==> config.mk <==
export PLATFORM = sky130hd
export DESIGN_NAME = antirebote_multicanal
export DESIGN_NICKNAME = d
export VERILOG_FILES = /design/src/rtl/antirebote_multicanal.sv
export SDC_FILE = /design/constraint.sdc
export NUM_CORES = 1
export LEC_CHECK = 0
export CAP_MARGIN = 30
export CORE_ASPECT_RATIO = 1.4
export CORE_MARGIN = 2
export CORE_UTILIZATION = 50
export DETAILED_ROUTE_END_ITERATION = 8
export PLACE_DENSITY = 0.67
export SLEW_MARGIN = 20
export SYNTH_ARGS = -nofsm -noshare
export SYNTH_HDL_FRONTEND = slang
export SYNTH_SLANG_ARGS = --single-unit
export TNS_END_PERCENT = 50
==> constraint.sdc <==
create_clock -name clk -period 9.05 [get_ports clk]
set_input_delay 1.81 -clock clk [delete_from_list [all_inputs] [get_ports clk]]
set_output_delay 1.81 -clock clk [all_outputs]
set_load 0.02 [all_outputs]
==> src/rtl/antirebote_multicanal.sv <==
// Multi-channel pin synchronizer and debouncer: per-channel sync chain, restart-on-bounce
// stability counter, debounced level, press/release pulses and a one-shot long-press pulse.

module antirebote_canal #(
  parameter int   SYNC_ETAPAS     = 2,
  parameter int   DEBOUNCE_CICLOS = 270000,
  parameter int   LARGA_CICLOS    = 27000000,
  parameter logic INVERTIR        = 1'b0
) (
  input  logic clk,
  input  logic rst,
  input  logic habilitar_i,
  input  logic entrada_i,
  output logic estable_o,
  output logic subida_o,
  output logic bajada_o,
  output logic larga_o
);
  localparam int CW = $clog2(DEBOUNCE_CICLOS);
  localparam int LW = $clog2(LARGA_CICLOS + 1);
  localparam logic [CW-1:0] CNT_MAX   = CW'(DEBOUNCE_CICLOS - 1);
  localparam logic [LW-1:0] LARGA_MAX = LW'(LARGA_CICLOS);
  localparam logic [LW-1:0] LARGA_PRE = LW'(LARGA_CICLOS - 1);

  logic [SYNC_ETAPAS-1:0] sync_q;
  logic [CW-1:0]          cnt_q, cnt_d;
  logic [LW-1:0]          cntl_q, cntl_d;
  logic                   est_q, est_d;
  logic                   sub_q, sub_d, baj_q, baj_d, larga_q, larga_d;
  logic                   sinc;

  assign sinc = sync_q[SYNC_ETAPAS-1];

  always_comb begin
    cnt_d   = cnt_q;
    cntl_d  = cntl_q;
    est_d   = est_q;
    sub_d   = 1'b0;
    baj_d   = 1'b0;
    larga_d = 1'b0;
    if (!habilitar_i) begin
      cnt_d  = '0;
      cntl_d = '0;
    end else begin
      // any sample agreeing with the accepted level restarts the stability window
      if (sinc == est_q) begin
        cnt_d = '0;
      end else if (cnt_q == CNT_MAX) begin
        cnt_d = '0;
        est_d = sinc;
        sub_d = sinc;
        baj_d = !sinc;
      end else begin
        cnt_d = cnt_q + 1'b1;
      end
      // saturating hold counter makes the long-press pulse fire once per press
      if (!est_q) begin
        cntl_d = '0;
      end else if (cntl_q != LARGA_MAX) begin
        cntl_d  = cntl_q + 1'b1;
        larga_d = (cntl_q == LARGA_PRE);
      end
    end
  end

  always_ff @(posedge clk or posedge rst) begin
    if (rst) begin
      sync_q  <= '0;
      cnt_q   <= '0;
      cntl_q  <= '0;
      est_q   <= 1'b0;
      sub_q   <= 1'b0;
      baj_q   <= 1'b0;
      larga_q <= 1'b0;
    end else begin
      sync_q  <= {sync_q[SYNC_ETAPAS-2:0], entrada_i ^ INVERTIR};
      cnt_q   <= cnt_d;
      cntl_q  <= cntl_d;
      est_q   <= est_d;
      sub_q   <= sub_d;
      baj_q   <= baj_d;
      larga_q <= larga_d;
    end
  end

  assign estable_o = est_q;
  assign subida_o  = sub_q;
  assign bajada_o  = baj_q;
  assign larga_o   = larga_q;
endmodule

module antirebote_multicanal #(
  parameter int                   N_CANALES       = 4,
  parameter int                   SYNC_ETAPAS     = 2,
  parameter int                   DEBOUNCE_CICLOS = 270000,
  parameter int                   LARGA_CICLOS    = 27000000,
  parameter logic [N_CANALES-1:0] INVERTIR        = '0
) (
  input  logic                 clk,
  input  logic                 rst,
  input  logic                 habilitar,
  input  logic [N_CANALES-1:0] entradas_asinc,
  output logic [N_CANALES-1:0] salidas_estables,
  output logic [N_CANALES-1:0] pulso_subida,
  output logic [N_CANALES-1:0] pulso_bajada,
  output logic [N_CANALES-1:0] pulsacion_larga,
  output logic                 algun_evento
);
  for (genvar g = 0; g < N_CANALES; g++) begin : g_canal
    antirebote_canal #(
      .SYNC_ETAPAS    (SYNC_ETAPAS),
      .DEBOUNCE_CICLOS(DEBOUNCE_CICLOS),
      .LARGA_CICLOS   (LARGA_CICLOS),
      .INVERTIR       (INVERTIR[g])
    ) u_canal (
      .clk        (clk),
      .rst        (rst),
      .habilitar_i(habilitar),
      .entrada_i  (entradas_asinc[g]),
      .estable_o  (salidas_estables[g]),
      .subida_o   (pulso_subida[g]),
      .bajada_o   (pulso_bajada[g]),
      .larga_o    (pulsacion_larga[g])
    );
  end

  // pulses are already registered, so this OR is glitch-free and cycle-aligned with them
  assign algun_evento = |(pulso_subida | pulso_bajada);
endmodule

==> summary.txt, run 1 <==
Status
  – Status: complete, no violations

Placed design
  – Dpl hpwl: 13.6 mm
  – # port buffers: 23
  – Gpl congestion: 0.813
  – Post-Place Setup Slack: 4940 ps

Timing
  – Final Critical Period: 4040 ps
  – Final setup violating endpoints: 0
  – Setup Skew: 12.8 ps
  – Worst-Margin Slew: 849 ps
  – Count of final max-slew check failures: 0
  – Final Cycle Share: 44.7%
  – Unrepaired setup endpoints after global routing: no
  – Final setup margin: 5010 ps
  – Hold Fails Final Rpt: 0
  – Headroom to the max-slew limit: 43.3%
  – Max Fclk: 247 MHz
  – Worst hold slack: 357 ps
  – Setup total negative slack: 0 ps

Finish
  – N_diodes: 0
  – Register area: 5000 µm²
  – Fillcell total: 1789
  – Fin nets: 1087
  – Multi-input gate area: 4830 µm²
  – Util after Layout: 55.8%
  – Layout cells sized above 1: 5.00%
  – P&R area growth vs syn: 8.92%

Setup path
  – Slowest cell delay on critical path: 710 ps
  – Critical Path AT: 2230 ps
  – R2R Setup Slk: 6770 ps
  – R2r worst-path depth: 4
  – CP startpoint kind: register
  – Reg2reg start: g_canal[2].u_canal.cnt_q[14]$_DFF_PP0_
  – Critical Path, Cell by Cell: nor4_1 > nand2_1 > clkdlybuf4s50_1
  – CP Data Required Time: 7240 ps
  – Setup Crit Path Kind: register to primary output
  – Worst-path fanout max: 2
  – Worst R2R End: g_canal[2].u_canal.cnt_q[12]$_DFF_PP0_
  – Worst setup EP type: primary output
  – Critical-path top delay cell: nor4_1

Power and ir drop
  – Internal: 1.27 mW
  – P_sw: 396 µW
  – PwrDens: 150 nW/µm²
  – Logic pwr share: 2.0%
  – Net Sw Frac: 23.8%
  – Seq pwr share: 54.0%
  – Clock power share: 44.0%
  – Leakage power total: 4.16 nW
  – Worst VDD drop: 0.127 mV

Route
  – Routed vias: 7780
  – Drt drc: 0
  – Detailed-route wire length per cell: 15.0 µm
  – Vias per cell: 5.84
  – Routed Wire Length: 20.0 mm
  – Antenna viol nets, final: 0
  – First-pass DRT Iterations: 6
  – Initial DRC count: 390

Floorplan
  – Ports: 24
  – Initial Util: 51.2%
  – Die area: 21600 µm²
  – Rows: 61
  – Placeable Area: 19900 µm²
  – Die Wd: 125 µm
  – Die height: 173 µm

Synthesis
  – Post-synthesis cell count: 1066
  – Async SR Flop Fraction: 100%
  – Mapped cell area: 10200 µm²
  – Syn avg cell area: 9.57 µm²
  – Top_reg_cell synth: dfrtp_1
  – Part of the Yosys area used for sequential elements: 49.1%
  – Syn Nets: 1085
  – Post-synth cell types: 54
  – EDFF count, synth: 0
  – Synth warn: 0
  – Post-synthesis register bit count: 200

Global routing
  – Vias in the first global route: 7442
  – Grt ovf: 0
  – Initial antenna violation count: 0
  – First-pass GRT wire length: 35.0 mm
  – Largest net degree at the start of global routing: 98
  – GR Util All Layers: 19.2%

Clock tree
  – Clock root cell: clkbuf_16
  – Max Buffers Root-to-Sink: 2
  – PostCTS Resize Cnt: 0
  – CTS tree: built
  – Num CTS Buffers: 17
  – Clk_lat worst skew: 440 ps
  – Post-CTS Setup Bufs: 0
  – Number of hold buffers added after CTS: 0
  – H-tree levels: 4
  – Clock Pin Slew Worst Setup and Hold Paths: 80 ps
  – Clk sink count: 200

Worst hold path
  – Min-delay src: g_canal[0].u_canal.sync_q[0]$_DFF_PP0_
  – Hold Crit Class: register to register
  – Worst hold stages: 0
  – Hold Path Sink: g_canal[0].u_canal.sync_q[1]$_DFF_PP0_

Run
  – Max cap viols: 0
## how the worst max path moves through the flow
stage | startpoint | to | cells past startpoint
global route | g_canal[2].u_canal.subida_o$_DFF_PP0_ | algun_evento | 3
finish | g_canal[2].u_canal.bajada_o$_DFF_PP0_ | algun_evento | 3
global placement | habilitar | g_canal[2].u_canal.cntl_q[23]$_DFFE_PP0P_ | 4
CTS | g_canal[2].u_canal.bajada_o$_DFF_PP0_ | algun_evento | 3
floorplan | rst | g_canal[0].u_canal.bajada_o$_DFF_PP0_ | 1
detailed placement | habilitar | g_canal[2].u_canal.cntl_q[23]$_DFFE_PP0P_ | 4
## registers in the layout, indices dropped and copies added (netlist names)
register / count
g_canal.u_canal.cntl_q: 100
g_canal.u_canal.bajada_o: 4
g_canal.u_canal.sync_q: 8
g_canal.u_canal.larga_o: 4
g_canal.u_canal.cnt_q: 76
g_canal.u_canal.subida_o: 4
g_canal.u_canal.estable_o: 4
## metal layers
metal  wire length (µm)  GRT usage, %  vias up
li1                   -             -     3840
met1               9270          25.0     3840
met2              10100          33.0       82
met3                463          3.25       18
met4                238          5.52        0
met5                  0             0        -
## layout make-up
class	count	share of cell area (%)
Clock buffer	18	3.86
Multi-Input combinational cell	791	43.5
Inverter	32	1.15
Sequential cell	200	45.0
Clock inverter	14	1.17
Timing Repair Buffer	26	2.45
Tap cell	252	2.84
## cells by family (layout without fill, tap and decap cells)
kind of cell,after synthesis,after routing,share of synthesized area (%)
buffers and inverters,75,90,3.66
adders and majority gates,12,12,1.47
AOI/OAI and AO/OA,113,113,6.75
xor gates and xnor gates,107,107,9.19
and+or+nand+nor,548,548,28.8
muxes,11,11,1.13
DFF,200,200,49.1
## worst max-delay path: cells and delay by family (launching register included)
family	cells	cell delay, ps
AND/OR/NAND/NOR	2	820
flip-flops	1	400
buffers and inverters	1	570
## power groups by stage
stage | Sequential (mW) | Clock, mW | Combinational (mW)
floorplan | 0.917 | 0 | 0.0220
global placement | 0.917 | 0 | 0.0328
detailed placement | 0.917 | 0 | 0.0349
CTS | 0.899 | 0.756 | 0.0349
global route | 0.900 | 0.789 | 0.0388
finish | 0.899 | 0.732 | 0.0326
## synth_stat cells, drive strengths merged (2+ instances only)
master	instances	area share, %
or4	26	1.9
nand4b	5	0.43
and4	19	1.6
o31ai	19	1.4
or2	4	0.25
a41o	4	0.39
a31oi	5	0.31
nor2b	4	0.25
clkbuf	21	0.98
nor4	43	2.6
mux2	4	0.44
xor2	48	4.1
and2	18	1.1
nand3b	2	0.15
a31o	2	0.17
nand4	55	3.4
or3	23	1.4
dfrtp	200	49
a21oi	46	2.3
nand2	75	2.8
nand3	71	3.6
mux2i	7	0.69
nand2b	4	0.25
nor3	25	1.2
o41ai	2	0.17
xnor2	59	5.1
buf	22	1.5
and3	15	0.92
inv	32	1.2
nor4b	10	0.86
nor2	141	5.2
o21ai	24	1.2
ha	12	1.5
o21bai	4	0.33
or4b	3	0.29
and4b	2	0.20
## through the flow
stage,instances,cell area (µm²),power [mW]
after CTS,1333,11100,1.69
final,1333,11100,1.66
after global routing,1333,11100,1.73
after global placement,1300,10500,0.950
after floorplan,1066,10200,0.939
after detailed placement,1301,10600,0.952
## placed cells by master (no fill, tap or decap), types with 19 or more instances in the layout
cell type and n:
xor2_1 48, inv_1 31, clkdlybuf4s50_1 23, and4_1 19, nor3_1 25, or4_1 26
nor4_1 43, xnor2_1 59, nand4_1 54, o21ai_0 24, dfrtp_1 200, nand3_1 69
nand2_1 75, o31ai_1 19, or3_1 22, a21oi_1 46, nor2_1 141
Power figures use the tool's default switching activity.
==> run 2, diff against run 1 <==
--- a/config.mk
+++ b/config.mk
@@ -10,7 +10,7 @@
 export CORE_MARGIN = 2
 export CORE_UTILIZATION = 50
 export DETAILED_ROUTE_END_ITERATION = 8
-export PLACE_DENSITY = 0.67
+export PLACE_DENSITY = 0.69
 export SLEW_MARGIN = 20
 export SYNTH_ARGS = -nofsm -noshare
 export SYNTH_HDL_FRONTEND = slang
==> constraint.sdc (replaced) <==
create_clock -name clk -period 3.6 [get_ports clk]
set_input_delay 0.72 -clock clk [delete_from_list [all_inputs] [get_ports clk]]
set_output_delay 0.72 -clock clk [all_outputs]
set_load 0.02 [all_outputs]
==> run 2 against run 1 <==
First-iteration DRC count grew 31%; core utilization rose by 0.63 points; die area stayed put; register-to-register slack worse by 5400 ps; critical endpoint unchanged.
==> summary.txt, run 2 (same netlist as run 1, synthesis figures left out) <==
Finish
  – Biggest register: g_canal.u_canal.cntl_q
  – Layout cells sized above 1: 5.61% (+0.62 points)
  – Count of non-filler cells in the finished layout: 1339 (+0.45%)
  – Register area: 5000 µm² (unchanged)
  – Leading cell type in the layout, fill and taps excluded: dfrtp_1
  – Largest register FFs: 100 (unchanged)
  – N_diodes: 0 (unchanged)
  – Multi-input gate area: 4830 µm² (unchanged)
  – Fillcell total: 1711 (-4.4%)
  – Util after Layout: 56.4% (+0.63 points)
  – Final instance area: 11200 µm² (+1.1%)
  – P&R area growth vs syn: 10.1%
  – Largest regs: g_canal.u_canal.cntl_q (100), g_canal.u_canal.cnt_q (76), g_canal.u_canal.sync_q (8)
  – Commonest cells after routing, fill and taps aside: dfrtp_1 (200), nor2_1 (141), nand2_1 (75)
  – Fin nets: 1093 (+0.55%)

Route
  – Antenna viol nets, final: 0 (unchanged)
  – First-pass DRT Iterations: 4 (-2)
  – Detailed-route wire length per cell: 14.8 µm (-1.1%)
  – Vias per cell: 5.80 (-0.56%)
  – Routed Wire Length: 19.9 mm (-0.70%)
  – Routed vias: 7771 (-0.12%)
  – Drt drc: 0 (unchanged)
  – Initial DRC count: 510 (+31%)

Timing
  – Count of final max-slew check failures: 0 (unchanged)
  – Worst hold slack: 350 ps (-6.89 ps)
  – Final setup violating endpoints: 0 (unchanged)
  – Final Critical Period: 2650 ps
  – Final setup margin: 954 ps (-4050 ps)
  – Setup total negative slack: 0 ps (unchanged)
  – Setup Skew: 13.9 ps (+1.09 ps)
  – Hold Fails Final Rpt: 0 (unchanged)
  – Unrepaired setup endpoints after global routing: no
  – Worst-Margin Slew: 733 ps (-116 ps)
  – Final Cycle Share: 73.5%
  – Max Fclk: 378 MHz
  – Headroom to the max-slew limit: 51.1% (+7.8 points)

Placed design
  – Post-placement cell count: 1307 (+0.46%)
  – Dpl hpwl: 13.8 mm (+1.4%)
  – Post-Place Setup Slack: 830 ps (-4110 ps)
  – Placed Instance Area: 10600 µm² (+0.56%)
  – Gpl congestion: 0.850 (+4.6%)
  – # port buffers: 23 (unchanged)

Global routing
  – Initial antenna violation count: 0 (unchanged)
  – Met1 GRT Util: 25.1% (+0.12 points)
  – Vias in the first global route: 7451 (+0.12%)
  – GR Util All Layers: 19.2% (about the same)
  – Grt peak-use layer: met2
  – M2 GR Usage: 32.4% (-0.61 points)
  – Largest net degree at the start of global routing: 66 (-33%)
  – First-pass GRT wire length: 35.1 mm (+0.43%)
  – Grt ovf: 0 (unchanged)
  – Met3 Track Usage GR: 3.03% (-0.22 points)

Setup path
  – Worst setup EP type: primary output
  – Critical Path AT: 1930 ps (-300 ps)
  – Setup Crit Path Kind: register to primary output
  – CP startpoint kind: register
  – Worst-path fanout max: 2 (unchanged)
  – CP Data Required Time: 2880 ps (-4360 ps)

Floorplan
  – Ports: 24 (unchanged)
  – Die area: 21600 µm² (unchanged)
  – Die height: 173 µm (unchanged)
  – Placeable Area: 19900 µm² (unchanged)
  – Initial Util: 51.2% (unchanged)
  – Die Wd: 125 µm (unchanged)
  – Rows: 61 (unchanged)

Worst hold path
  – Hold Crit Class: register to register

Run
  – Max cap viols: 0 (unchanged)

Power and ir drop
  – Worst VDD drop: 0.314 mV (+150%)
  – Leakage power total: 4.22 nW (+1.5%)
  – PwrDens: 388 nW/µm² (+160%)
  – Total power: 4.36 mW (+160%)

Clock tree
  – Post-CTS Setup Bufs: 0 (unchanged)
  – CTS tree: built
  – Number of hold buffers added after CTS: 0 (unchanged)
  – Clk_lat worst skew: 430 ps (about the same)
  – Num CTS Buffers: 17 (unchanged)
  – Clk sink count: 200 (unchanged)
  – Clock Pin Slew Worst Setup and Hold Paths: 70 ps (about the same)
  – H-tree levels: 4 (unchanged)
  – Clock root cell: clkbuf_16
  – PostCTS Resize Cnt: 0 (unchanged)
  – Max Buffers Root-to-Sink: 2 (unchanged)

Status
  – Status: complete, no violations
## run 2: changes by cell type in the layout (fill, tap and decap cells not counted)
cell       delta
inv_6         +1
clkbuf_1      -1
clkbuf_8      +1
clkinv_2      +1
clkinv_4      -2
bufinv_16     +3
buf_4         +4
buf_12        +3
inv_8         -3
buf_16        -1
## run 2: final timing paths
| path | start | end | slack (ps) | cells after the start |
|---|---|---|---|---|
| hold / removal | g_canal[1].u_canal.sync_q[0]$_DFF_PP0_ | g_canal[1].u_canal.sync_q[1]$_DFF_PP0_ | 350 | 0 |
| setup / recovery | g_canal[2].u_canal.subida_o$_DFF_PP0_ | algun_evento | 950 | 3 |
| min in group asynchronous | rst | g_canal[1].u_canal.cnt_q[8]$_DFF_PP0_ | 740 | 2 |
| max in group asynchronous | rst | g_canal[2].u_canal.cnt_q[13]$_DFF_PP0_ | 2120 | 3 |
| hold reg to reg | g_canal[1].u_canal.sync_q[0]$_DFF_PP0_ | g_canal[1].u_canal.sync_q[1]$_DFF_PP0_ | 350 | 0 |
| setup reg to reg | g_canal[3].u_canal.cntl_q[0]$_DFFE_PP0P_ | g_canal[3].u_canal.cntl_q[24]$_DFFE_PP0P_ | 1330 | 5 |
## run 2: area by class of cell
type	instances	area share, %
clock inverters	14	1.66
repair buffers	32	2.98
multi-input cells	791	43.0
flip-flops and latches	200	44.5
inverters	32	1.10
well taps	252	2.81
clock buffers	18	3.91
## run 2: report_power, final
part / internal (mW) / total [mW] / switching (mW)
clock network: 1.14 / 2.01 / 0.876
logic: 0.0200 / 0.0843 / 0.0644
registers: 2.25 / 2.26 / 0.00697
## run 2: routing by layer
metal	vias up	part of all wire, %
met2	85	50
met1	3802	46
met5	-	0
met3	22	2.1
li1	3862	-
met4	0	1.8
## run 2: worst max-delay path, stage by stage (launching register included)
cell and delay (ps):
dfrtp_1 400, nor4_1 450, nand2_1 110, clkdlybuf4s50_1 560
